## config.mk

```make
export PLATFORM = sky130hd
export DESIGN_NAME = mem_arb
export DESIGN_NICKNAME = d
export VERILOG_FILES = /design/src/rtl/mem_arb.sv
export SDC_FILE = /design/constraint.sdc
export NUM_CORES = 1
export LEC_CHECK = 0
export CAP_MARGIN = 40
export CELL_PAD_IN_SITES_DETAIL_PLACEMENT = 1
export CELL_PAD_IN_SITES_GLOBAL_PLACEMENT = 1
export CORE_MARGIN = 8
export CORE_UTILIZATION = 22
export CTS_BUF_LIST = sky130_fd_sc_hd__clkbuf_4
export CTS_CLUSTER_DIAMETER = 50
export CTS_CLUSTER_SIZE = 8
export DETAILED_ROUTE_END_ITERATION = 7
export HOLD_SLACK_MARGIN = 0.1
export PLACE_DENSITY_LB_ADDON = 0.08
export SLEW_MARGIN = 20
export SYNTH_ARGS = -nofsm -noshare
export SYNTH_HDL_FRONTEND = slang
export SYNTH_SLANG_ARGS = --single-unit
```

## constraint.sdc

```tcl
create_clock -name clk -period 3.7 [get_ports clk]
set_input_delay 0.74 -clock clk [delete_from_list [all_inputs] [get_ports clk]]
set_output_delay 0.74 -clock clk [all_outputs]
set_load 0.02 [all_outputs]
```

## src/rtl/mem_arb.sv

```systemverilog
// mem_arb: two-port arbiter that shares one single-cycle-latency memory
// between an instruction fetch port (read only) and a data port.
// Data requests win by default. A fetch that has watched STARVE_LIMIT
// consecutive data grants takes the next cycle. Each read return is steered
// back to the port that issued it, and each port holds its last return.
module mem_arb #(
  parameter int STARVE_LIMIT = 4
) (
  input  logic        clk,
  input  logic        rst,
  // instruction fetch port
  input  logic        rom_en,
  input  logic [31:0] rom_addr,
  output logic [31:0] rom_data,
  output logic        rom_stall,
  // data port
  input  logic        ram_cen,
  input  logic        ram_wen,
  input  logic [3:0]  ram_flag,
  input  logic [31:0] ram_addr,
  input  logic [31:0] ram_wdata,
  output logic [31:0] ram_rdata,
  output logic        ram_stall,
  // shared memory
  output logic        mem_cen,
  output logic        mem_wen,
  output logic [3:0]  mem_flag,
  output logic [31:0] mem_addr,
  output logic [31:0] mem_wdata,
  input  logic [31:0] mem_rdata
);

  localparam int CNT_W = $clog2(STARVE_LIMIT + 1);

  // Which port the read issued last cycle belongs to.
  typedef enum logic [1:0] {
    SRC_NONE = 2'd0,
    SRC_INST = 2'd1,
    SRC_DATA = 2'd2
  } rd_src_t;

  rd_src_t          rd_src, rd_src_nxt;
  logic [CNT_W-1:0] starve_cnt, starve_cnt_nxt;
  logic [31:0]      rom_hold, ram_hold;
  logic             starved;
  logic             grant_inst, grant_data;

  // State register: return source, starvation counter and per-port hold registers.
  always_ff @(posedge clk) begin
    // NOTE: hold registers are plain flops, not a memory, so they are reset
    // alongside the control state; a return in flight at reset is dropped.
    if (rst) begin
      rd_src     <= SRC_NONE;
      starve_cnt <= '0;
      rom_hold   <= '0;
      ram_hold   <= '0;
    end else begin
      // NOTE: non-blocking assignments so every flop samples pre-edge values.
      rd_src     <= rd_src_nxt;
      starve_cnt <= starve_cnt_nxt;
      if (rd_src == SRC_INST) rom_hold <= mem_rdata;
      if (rd_src == SRC_DATA) ram_hold <= mem_rdata;
    end
  end

  // Arbitration and next-state: data wins unless the fetch is starved.
  always_comb begin
    // NOTE: every variable gets a default first, so no path infers a latch.
    starved        = (starve_cnt == CNT_W'(STARVE_LIMIT));
    grant_inst     = !rst && rom_en && (!ram_cen || starved);
    grant_data     = !rst && ram_cen && !grant_inst;
    rd_src_nxt     = SRC_NONE;
    starve_cnt_nxt = starve_cnt;

    if (grant_inst)
      rd_src_nxt = SRC_INST;
    else if (grant_data && !ram_wen)
      rd_src_nxt = SRC_DATA;

    // Count data grants that a waiting fetch loses; saturate at the limit.
    if (!rom_en || grant_inst)
      starve_cnt_nxt = '0;
    else if (grant_data && !starved)
      starve_cnt_nxt = starve_cnt + CNT_W'(1);
  end

  // Outputs: memory mux, stalls, and read-data steering.
  always_comb begin
    mem_cen   = 1'b0;
    mem_wen   = 1'b0;
    mem_flag  = 4'b0000;
    mem_addr  = '0;
    mem_wdata = '0;

    if (grant_inst) begin
      mem_cen  = 1'b1;
      mem_addr = rom_addr;
    end else if (grant_data) begin
      mem_cen   = 1'b1;
      mem_wen   = ram_wen;
      mem_flag  = ram_flag;
      mem_addr  = ram_addr;
      mem_wdata = ram_wdata;
    end

    rom_stall = !rst && rom_en  && !grant_inst;
    ram_stall = !rst && ram_cen && !grant_data;

    // A return cycle shows mem_rdata live; otherwise the held word.
    rom_data  = '0;
    ram_rdata = '0;
    if (!rst) begin
      rom_data  = (rd_src == SRC_INST) ? mem_rdata : rom_hold;
      ram_rdata = (rd_src == SRC_DATA) ? mem_rdata : ram_hold;
    end
  end

endmodule

```

# After elaboration in Yosys (flattened, before gate mapping)
# Index checks and enable logic that the tools add are counted.
# Widths: inputs -> output; s select.
[totals]
out_inout_bits = 136
reg_bits = 69
elab_cells = 44
[op_classes]
mux = 16
addsub = 1
n_reduce_logical = 19
eq_ne = 3
[ops]
columns = ["op", "n"]
rows = [
  ["$mux 32", 8],
  ["$logic_and 1x1->1", 8],
  ["$mux 4", 2],
  ["$logic_not 1->1", 7],
  ["$mux 1", 5],
  ["$reduce_or 2->1", 2],
  ["$add 3x1->3 const B", 1],
  ["$eq 3x3->1 const B", 1],
  ["$eq 2x1->1 const B", 1],
  ["$eq 2x2->1 const B", 1],
  ["$logic_or 1x1->1", 2],
  ["$mux 2", 1],
]

# Longest topological paths before layout
# Gate-level depths: netlist (run 1).
[depth]
word_depth = 8
depth_mapped = 7
ltp_nobuf = 6

# Least setup slack after synthesis (run 1)
# OpenSTA, ideal clock, no wires.
[synth_path]
path_type = "input port to output port"
from = "input ram_cen"
to = "output mem_addr[10]"
t_required_ns = 2.960
slack_ns = 1.403
stages = 5
arrival_ns = 1.557
cell_sequence = "nor2b_2 > and2_1 > buf_6 > buf_6 > a22o_1"
[synth_between]
elab_chain_len = 7
[synth_lines]
columns = ["item", "line_no", "text"]
rows = [
  ["start: declaration", "17", "input logic ram_cen,"],
  ["$logic_not 1->1", "70", "grant_inst = !rst && rom_en && (!ram_cen || starved);"],
  ["$logic_or 1x1->1", "70", ""],
  ["$logic_and 1x1->1", "70", ""],
  ["$logic_not 1->1", "71", "grant_data = !rst && ram_cen && !grant_inst;"],
  ["$logic_and 1x1->1", "71", ""],
  ["$mux 32", "98", "end else if (grant_data) begin"],
  ["$mux 32 *", "95", "if (grant_inst) begin"],
  ["end: declaration", "28", "output logic [31:0] mem_addr,"],
]
# Mark *: on every way between the ends. The rest lies on a longest branch, timed or not.

# Final worst setup path (run 1)
[layout_path]
from = "input ram_cen"
to = "output mem_addr[2]"
# The elaborated chain is that of the path after synthesis.

==> results.md, run 1 <==
| Result | Reported | Unit |
|---|---|---|
| Detailed router's first-iteration violation count | 149 | - |
| First-pass GRT wire length | 24,600 | um |
| Element type at the critical path end | output pin | - |
| Arrival time worst endpoint | 2.79 | ns |
| Via count normalized by instance count | 4.52 | - |
| Number of gates resized after cts | 0 | - |
| Core footprint | 13,700 | um2 |
| Max-Slew Margin vs Limit | 68.6 | % |
| Worst-Skew Late Latency | 0.42 | ns |
| Required time worst endpoint | 2.96 | ns |
| Post-DRT Antenna Nets | 0 | - |
| Vertical die dimension | 133 | um |
| Placed instance count | 819 | - |
| Area of the mapped netlist | 3020 | um2 |
| Count of vias placed by the detailed router | 3,767 | - |
| Clock Pin Slew Worst Setup and Hold Paths | 0.10 | ns |
| Time the worst path needs with I/O delays and setup | 3.53 | ns |
| CTS tree | yes | - |
| Number of inserted filler cells in the final layout | 1,632 | - |
| Post-route insts no fill | 833 | - |
| Post-detailed-route wirelength per cell | 19.9 | um |
| Async set or reset register ratio after synthesis | 0 | % |
| Count of H-tree levels built during CTS | 3 | - |
| Share of layout cells above drive strength 1 | 4.60 | % |
| Final setup TNS | 0 | ns |
| Synth Instances | 390 | - |
| Number of failing hold endpoints at the final stage | 0 | - |
| Final setup fails | 0 | - |
| Area taken by multi-input logic gates | 1460 | um2 |
| Detailed-placement wirelength estimate | 13,200 | um |
| Transition time at the pin with the least slew margin | 0.470 | ns |
| Top_reg_cell synth | dfxtp_1 | - |
| Final nets | 789 | - |
| Number of enable flip-flop cells after synthesis | 0 | - |
| Result of the run | completed | - |
| Post-Syn Nets | 529 | - |
| Total detailed-routing wirelength | 16,600 | um |
| Number of buffers created by CTS | 9 | - |
| Starting density of the core | 22.1 | % |
| Residual overflow from global routing | 0 | - |
| Pin count of the biggest net entering global routing | 45 | - |
| Total of buffers placed on input and output ports | 272 | - |
| Post-CTS Setup Inserts | 0 | - |
| Fmax | 283 | MHz |
| Floorplan row count | 43 | - |
| Initial DRT Pass Iterations | 4 | - |
| Max-cap violation count | 0 | - |
| Post-route fraction of the period consumed by the critical path | 95.3 | % |
| Distinct cell type count after synthesis | 19 | - |
| Static leakage power | 0.00224 | uW |
| Setup WS post-layout | 0.172 | ns |
| CTS Root Cell | clkbuf_4 | - |
| Number of antenna violations at the first check in global routing | 3 | - |
| Maximum vdd ir drop | 0.116 | mV |
| CTS sink count | 69 | - |
| Place WS | 0.181 | ns |
| Unrepaired setup endpoints after global routing | false | - |
| Aggregate global-route resource usage | 18.0 | % |
| Classification of the worst-slack hold path | register to register | - |
| Final estimated routing congestion in global placement | 0.863 | - |
| Vias in the first global route | 4,114 | - |
| Area enclosed by the die boundary | 17,700 | um2 |
| Crit path kind | primary input to output pin | - |
| Max-slew violation count | 0 | - |
| Total power density per cell area | 275 | nW/um2 |
| Startpoint type of the worst setup path | primary input | - |
| Boundary pin count | 273 | - |
| Area growth from synthesis to final layout | 98.4 | % |
| Sequential cell area | 1380 | um2 |
| # DRC | 0 | - |
| Horizontal die dimension | 133 | um |
| Synthesis-stage register bit count | 69 | - |
| CTS max path bufs | 2 | - |
| Largest clock skew in the final design | 0.00723 | ns |
| Sequential share of the synthesized area | 45.7 | % |
| Hold bufs inserted after CTS | 0 | - |
| Total of warnings raised by yosys | 0 | - |
| Mean area per synthesized cell | 7.75 | um2 |
| Critical path fanouts, max | 33 | - |
==> area by class of cell <==
cell class	instances	share of cell area (%)
Timing Repair Buffer	285	47.1
Multi-Input combinational cell	282	24.3
Sequential cell	69	23.0
Tap cell	180	3.75
Clock buffer	10	1.25
Clock inverter	3	0.271
Inverter	3	0.188
Antenna cell	1	0.0417
==> worst max-delay path, cell delays in order <==
cell	delay, ns
clkdlybuf4s50_1	0.53
nor2b_2	0.19
and2_1	0.14
buf_4	0.34
a22o_1	0.21
clkdlybuf4s50_1	0.63
==> synth_stat cells, types with 4 or more instances <==
| cell type | number | area [um2] |
|---|---|---|
| a21oi_1 | 64 | 320 |
| a22o_1 | 32 | 280 |
| and3_1 | 37 | 231 |
| buf_1 | 4 | 15.0 |
| buf_2 | 13 | 65.1 |
| buf_6 | 4 | 45.0 |
| clkbuf_1 | 15 | 56.3 |
| dfxtp_1 | 69 | 1380 |
| nand2_1 | 129 | 484 |
| nor2_1 | 4 | 15.0 |
==> where the power goes <==
group          leakage, uW  switching [uW]  internal (uW)  total [uW]
logic              0.00163             219            271         490
clock network    0.0000516             256            132         388
registers         0.000560            6.89            766         773
==> placed cells by master, fill, tap and decap left out <==
cell,count
buf_4,12
clkdlybuf4s50_1,271
ha_1,2
nand2b_1,3
nor2_1,4
clkbuf_4,10
a21oi_1,64
nor2b_4,1
buf_12,1
and3_1,37
xnor2_1,1
buf_2,1
a22o_1,32
nor2b_2,2
diode_2,1
inv_1,3
and2_1,3
clkinvlp_4,1
nor2b_1,1
nand2_1,129
a21oi_2,1
dfxtp_1,69
clkinv_2,1
nand3_1,2
clkinv_1,1
==> metrics by stage <==
step                      instance area (um2)  power (uW)  util [%]  hold slack, ns
final                                    6000        1650      43.9           0.464
after global routing                     6000        1750      43.9           0.488
after CTS                                6000        1680      43.9           0.470
after detailed placement                 5900        1280      43.2           0.450
after global placement                   5900        1280      43.2           0.433
after floorplan                          3020         974         -           0.417
==> per-layer routing <==
layer / track usage [%] / vias up / part of all wire, %
met5: 0 / - / 0.15
met4: 5.55 / 4 / 1.7
met3: 9.00 / 19 / 10
met2: 31.0 / 152 / 49
met1: 18.8 / 1764 / 39
li1: - / 1828 / -
==> flip-flops by register name, summed over array words and instances (netlist names) <==
name        count
ram_hold       32
rd_src          2
starve_cnt      3
rom_hold       32
==> final timing paths <==
kind / start / to / slack (ns) / cells after the start
worst max-delay path: ram_cen / mem_addr[2] / 0.17 / 6
worst min-delay path: starve_cnt[0] / starve_cnt[0] / 0.46 / 1
worst max register to register: starve_cnt[0] / rd_src[1] / 2.22 / 6
worst min register to register: starve_cnt[0] / starve_cnt[0] / 0.46 / 1
==> cells by family (layout without fill, tap and decap cells) <==
logic type	count (synthesis)	after routing	synth area share, %
other	0	1	0
AND/OR/NAND/NOR	182	182	26.7
flip-flops	69	69	45.7
AO/OA/AOI/OAI	97	97	20.2
buffers and inverters	39	301	6.37
adder cells (fa/ha/maj)	2	2	0.828
XOR/XNOR	1	1	0.290
Note: power is estimated with default switching activity, not from simulation.
==> run 2: changes to the inputs <==
CTS_CLUSTER_SIZE = 10   (was 8)
==> results of run 2 <==
Same layout as run 1: the final DEF is identical, and so are final timing and power.
==> run 3: changes to the inputs <==
CORE_ASPECT_RATIO = 1.25   (was unset)
==> run 3 against run 2 <==
  * Clock power rose by 28%
  * Sequential power barely moved
  * Critical path depth did not move
  * Register-to-register slack got worse by 0.19 ns
  * Highest routed layer is now met4
==> results.md, run 3 (synthesized netlist as in run 1, its figures left out) <==
| Result | Reported | Unit |
|---|---|---|
| Combinational power share | 27.9 | % |
| Initial DRT Pass Iterations | 4 | - |
| Post-CTS Setup Inserts | 0 | - |
| Startpoint of the most critical setup path | ram_cen | - |
| Result of the run | completed | - |
| Internal Power | 1270 | uW |
| Arrival time worst endpoint | 2.74 | ns |
| Post-DRT Antenna Nets | 0 | - |
| Aggregate global-route resource usage | 18.3 | % |
| Core footprint | 13,600 | um2 |
| Largest clock skew in the final design | 0.0201 | ns |
| Total detailed-routing wirelength | 16,500 | um |
| Number of failing hold endpoints at the final stage | 0 | - |
| CTS sink count | 69 | - |
| Min Hold Slack | 0.465 | ns |
| Max-slew violation count | 0 | - |
| Detailed router's first-iteration violation count | 181 | - |
| Post-detailed-route wirelength per cell | 19.9 | um |
| Classification of the worst-slack hold path | register to register | - |
| Final estimated routing congestion in global placement | 0.809 | - |
| Number of buffers created by CTS | 9 | - |
| Clock Pin Slew Worst Setup and Hold Paths | 0.11 | ns |
| Starting density of the core | 22.2 | % |
| Most common cell after layout, fill and taps aside | clkdlybuf4s50_1 | - |
| Detailed-placement wirelength estimate | 13,400 | um |
| Number of gates resized after cts | 0 | - |
| Floorplan row count | 48 | - |
| Depth of the most critical reg-to-reg path | 4 | - |
| CTS tree | yes | - |
| Final setup fails | 0 | - |
| Static leakage power | 0.00227 | uW |
| Unrepaired setup endpoints after global routing | false | - |
| Critical path capture point | mem_addr[0] | - |
| Final setup TNS | 0 | ns |
| R2R Setup Slk | 2.03 | ns |
| Max-Slew Margin vs Limit | 57.6 | % |
| Relative contribution of the clock network to total power | 28.2 | % |
| Share of layout cells above drive strength 1 | 4.90 | % |
| Horizontal die dimension | 121 | um |
| CTS Root Cell | clkbuf_4 | - |
| First-pass GRT wire length | 25,000 | um |
| # DRC | 0 | - |
| Number of antenna violations at the first check in global routing | 1 | - |
| CTS max path bufs | 2 | - |
| Worst-Skew Late Latency | 0.42 | ns |
| Boundary pin count | 273 | - |
| Total power density per cell area | 290 | nW/um2 |
| Required time worst endpoint | 2.96 | ns |
| Total of buffers placed on input and output ports | 272 | - |
| Vertical die dimension | 147 | um |
| Transition time at the pin with the least slew margin | 0.634 | ns |
| Hold bufs inserted after CTS | 0 | - |
| Fmax | 288 | MHz |
| Total net switching power | 491 | uW |
| Switching power as a share of total power | 27.9 | % |
| Critical path fanouts, max | 33 | - |
| Area post-placement | 5910 | um2 |
| Pin count of the biggest net entering global routing | 66 | - |
| Crit path kind | primary input to output pin | - |
| Non-Filler Cell Area, Final | 6050 | um2 |
| Max-cap violation count | 0 | - |
| Commonest cells after routing, fill and taps aside | clkdlybuf4s50_1 (271), nand2_1 (129), dfxtp_1 (69) | - |
| Time the worst path needs with I/O delays and setup | 3.48 | ns |
| Count of H-tree levels built during CTS | 3 | - |
| Vias in the first global route | 4,209 | - |
| Regs by FF count | ram_hold (32), rom_hold (32), starve_cnt (3) | - |
| Area growth from synthesis to final layout | 100 | % |
| Via count normalized by instance count | 4.54 | - |
| Startpoint type of the worst setup path | primary input | - |
| Final nets | 787 | - |
| Residual overflow from global routing | 0 | - |
| Count of vias placed by the detailed router | 3,766 | - |
| Area enclosed by the die boundary | 17,800 | um2 |
| Critical R2R Launch | rd_src[0] | - |
| Maximum vdd ir drop | 0.188 | mV |
| Sequential group share of total power | 44.0 | % |
| End of the worst register-to-register path | rom_hold[3] | - |
| Element type at the critical path end | output pin | - |
| Post-route fraction of the period consumed by the critical path | 94.0 | % |
[run 3: final cells by class]
cell class	instances	area, um2
flip-flops and latches	69	1380
clock inverters	4	48.8
repair buffers	283	2840
clock buffers	12	90.1
fillers	1640	7580
well taps	175	219
inverters	3	11.3
diodes	1	2.50
multi-input cells	282	1460
[run 3: how the worst min path moves through the flow]
stage	startpoint	to	cells after the start
2_1_floorplan	starve_cnt[0]	starve_cnt[0]	1
4_1_cts	ram_hold[16]	ram_hold[16]	2
5_1_grt	rom_hold[23]	rom_hold[23]	2
3_3_place_gp	starve_cnt[0]	starve_cnt[0]	1
6_report	starve_cnt[0]	starve_cnt[0]	1
3_5_place_dp	ram_hold[27]	ram_hold[27]	2
[run 3: power by group through the flow]
| stage | clock network, uW | registers, uW | logic [uW] |
|---|---|---|---|
| final | 495 | 773 | 490 |
| after detailed placement | 0 | 790 | 496 |
| after CTS | 524 | 774 | 499 |
| after floorplan | 0 | 788 | 186 |
| after global placement | 0 | 789 | 490 |
| after global routing | 556 | 776 | 524 |
[run 3: routing by layer]
metal	track usage [%]	vias to the layer above	wire, um
met5	0	-	0
met4	5.07	0	244
met3	8.91	12	1620
met2	33.0	165	8540
met1	18.0	1760	6050
li1	-	1829	-
[run 3: stage by stage]
| step | setup WS, ns | utilization, % | power [uW] | std cells |
|---|---|---|---|---|
| 3_5_place_dp | 0.222 | 43.4 | 1290 | 812 |
| 4_1_cts | 0.200 | 44.4 | 1800 | 828 |
| 2_1_floorplan | 1.40 | - | 974 | 390 |
| 3_3_place_gp | 0.306 | 43.4 | 1280 | 812 |
| 6_report | 0.223 | 44.4 | 1760 | 829 |
| 5_1_grt | 0.0722 | 44.4 | 1860 | 829 |
[run 3: worst max-delay path, stage by stage]
cell	delay, ns
clkdlybuf4s50_1	0.54
nor2b_2	0.23
and2_1	0.19
buf_12	0.20
a22o_1	0.17
clkdlybuf4s50_1	0.65
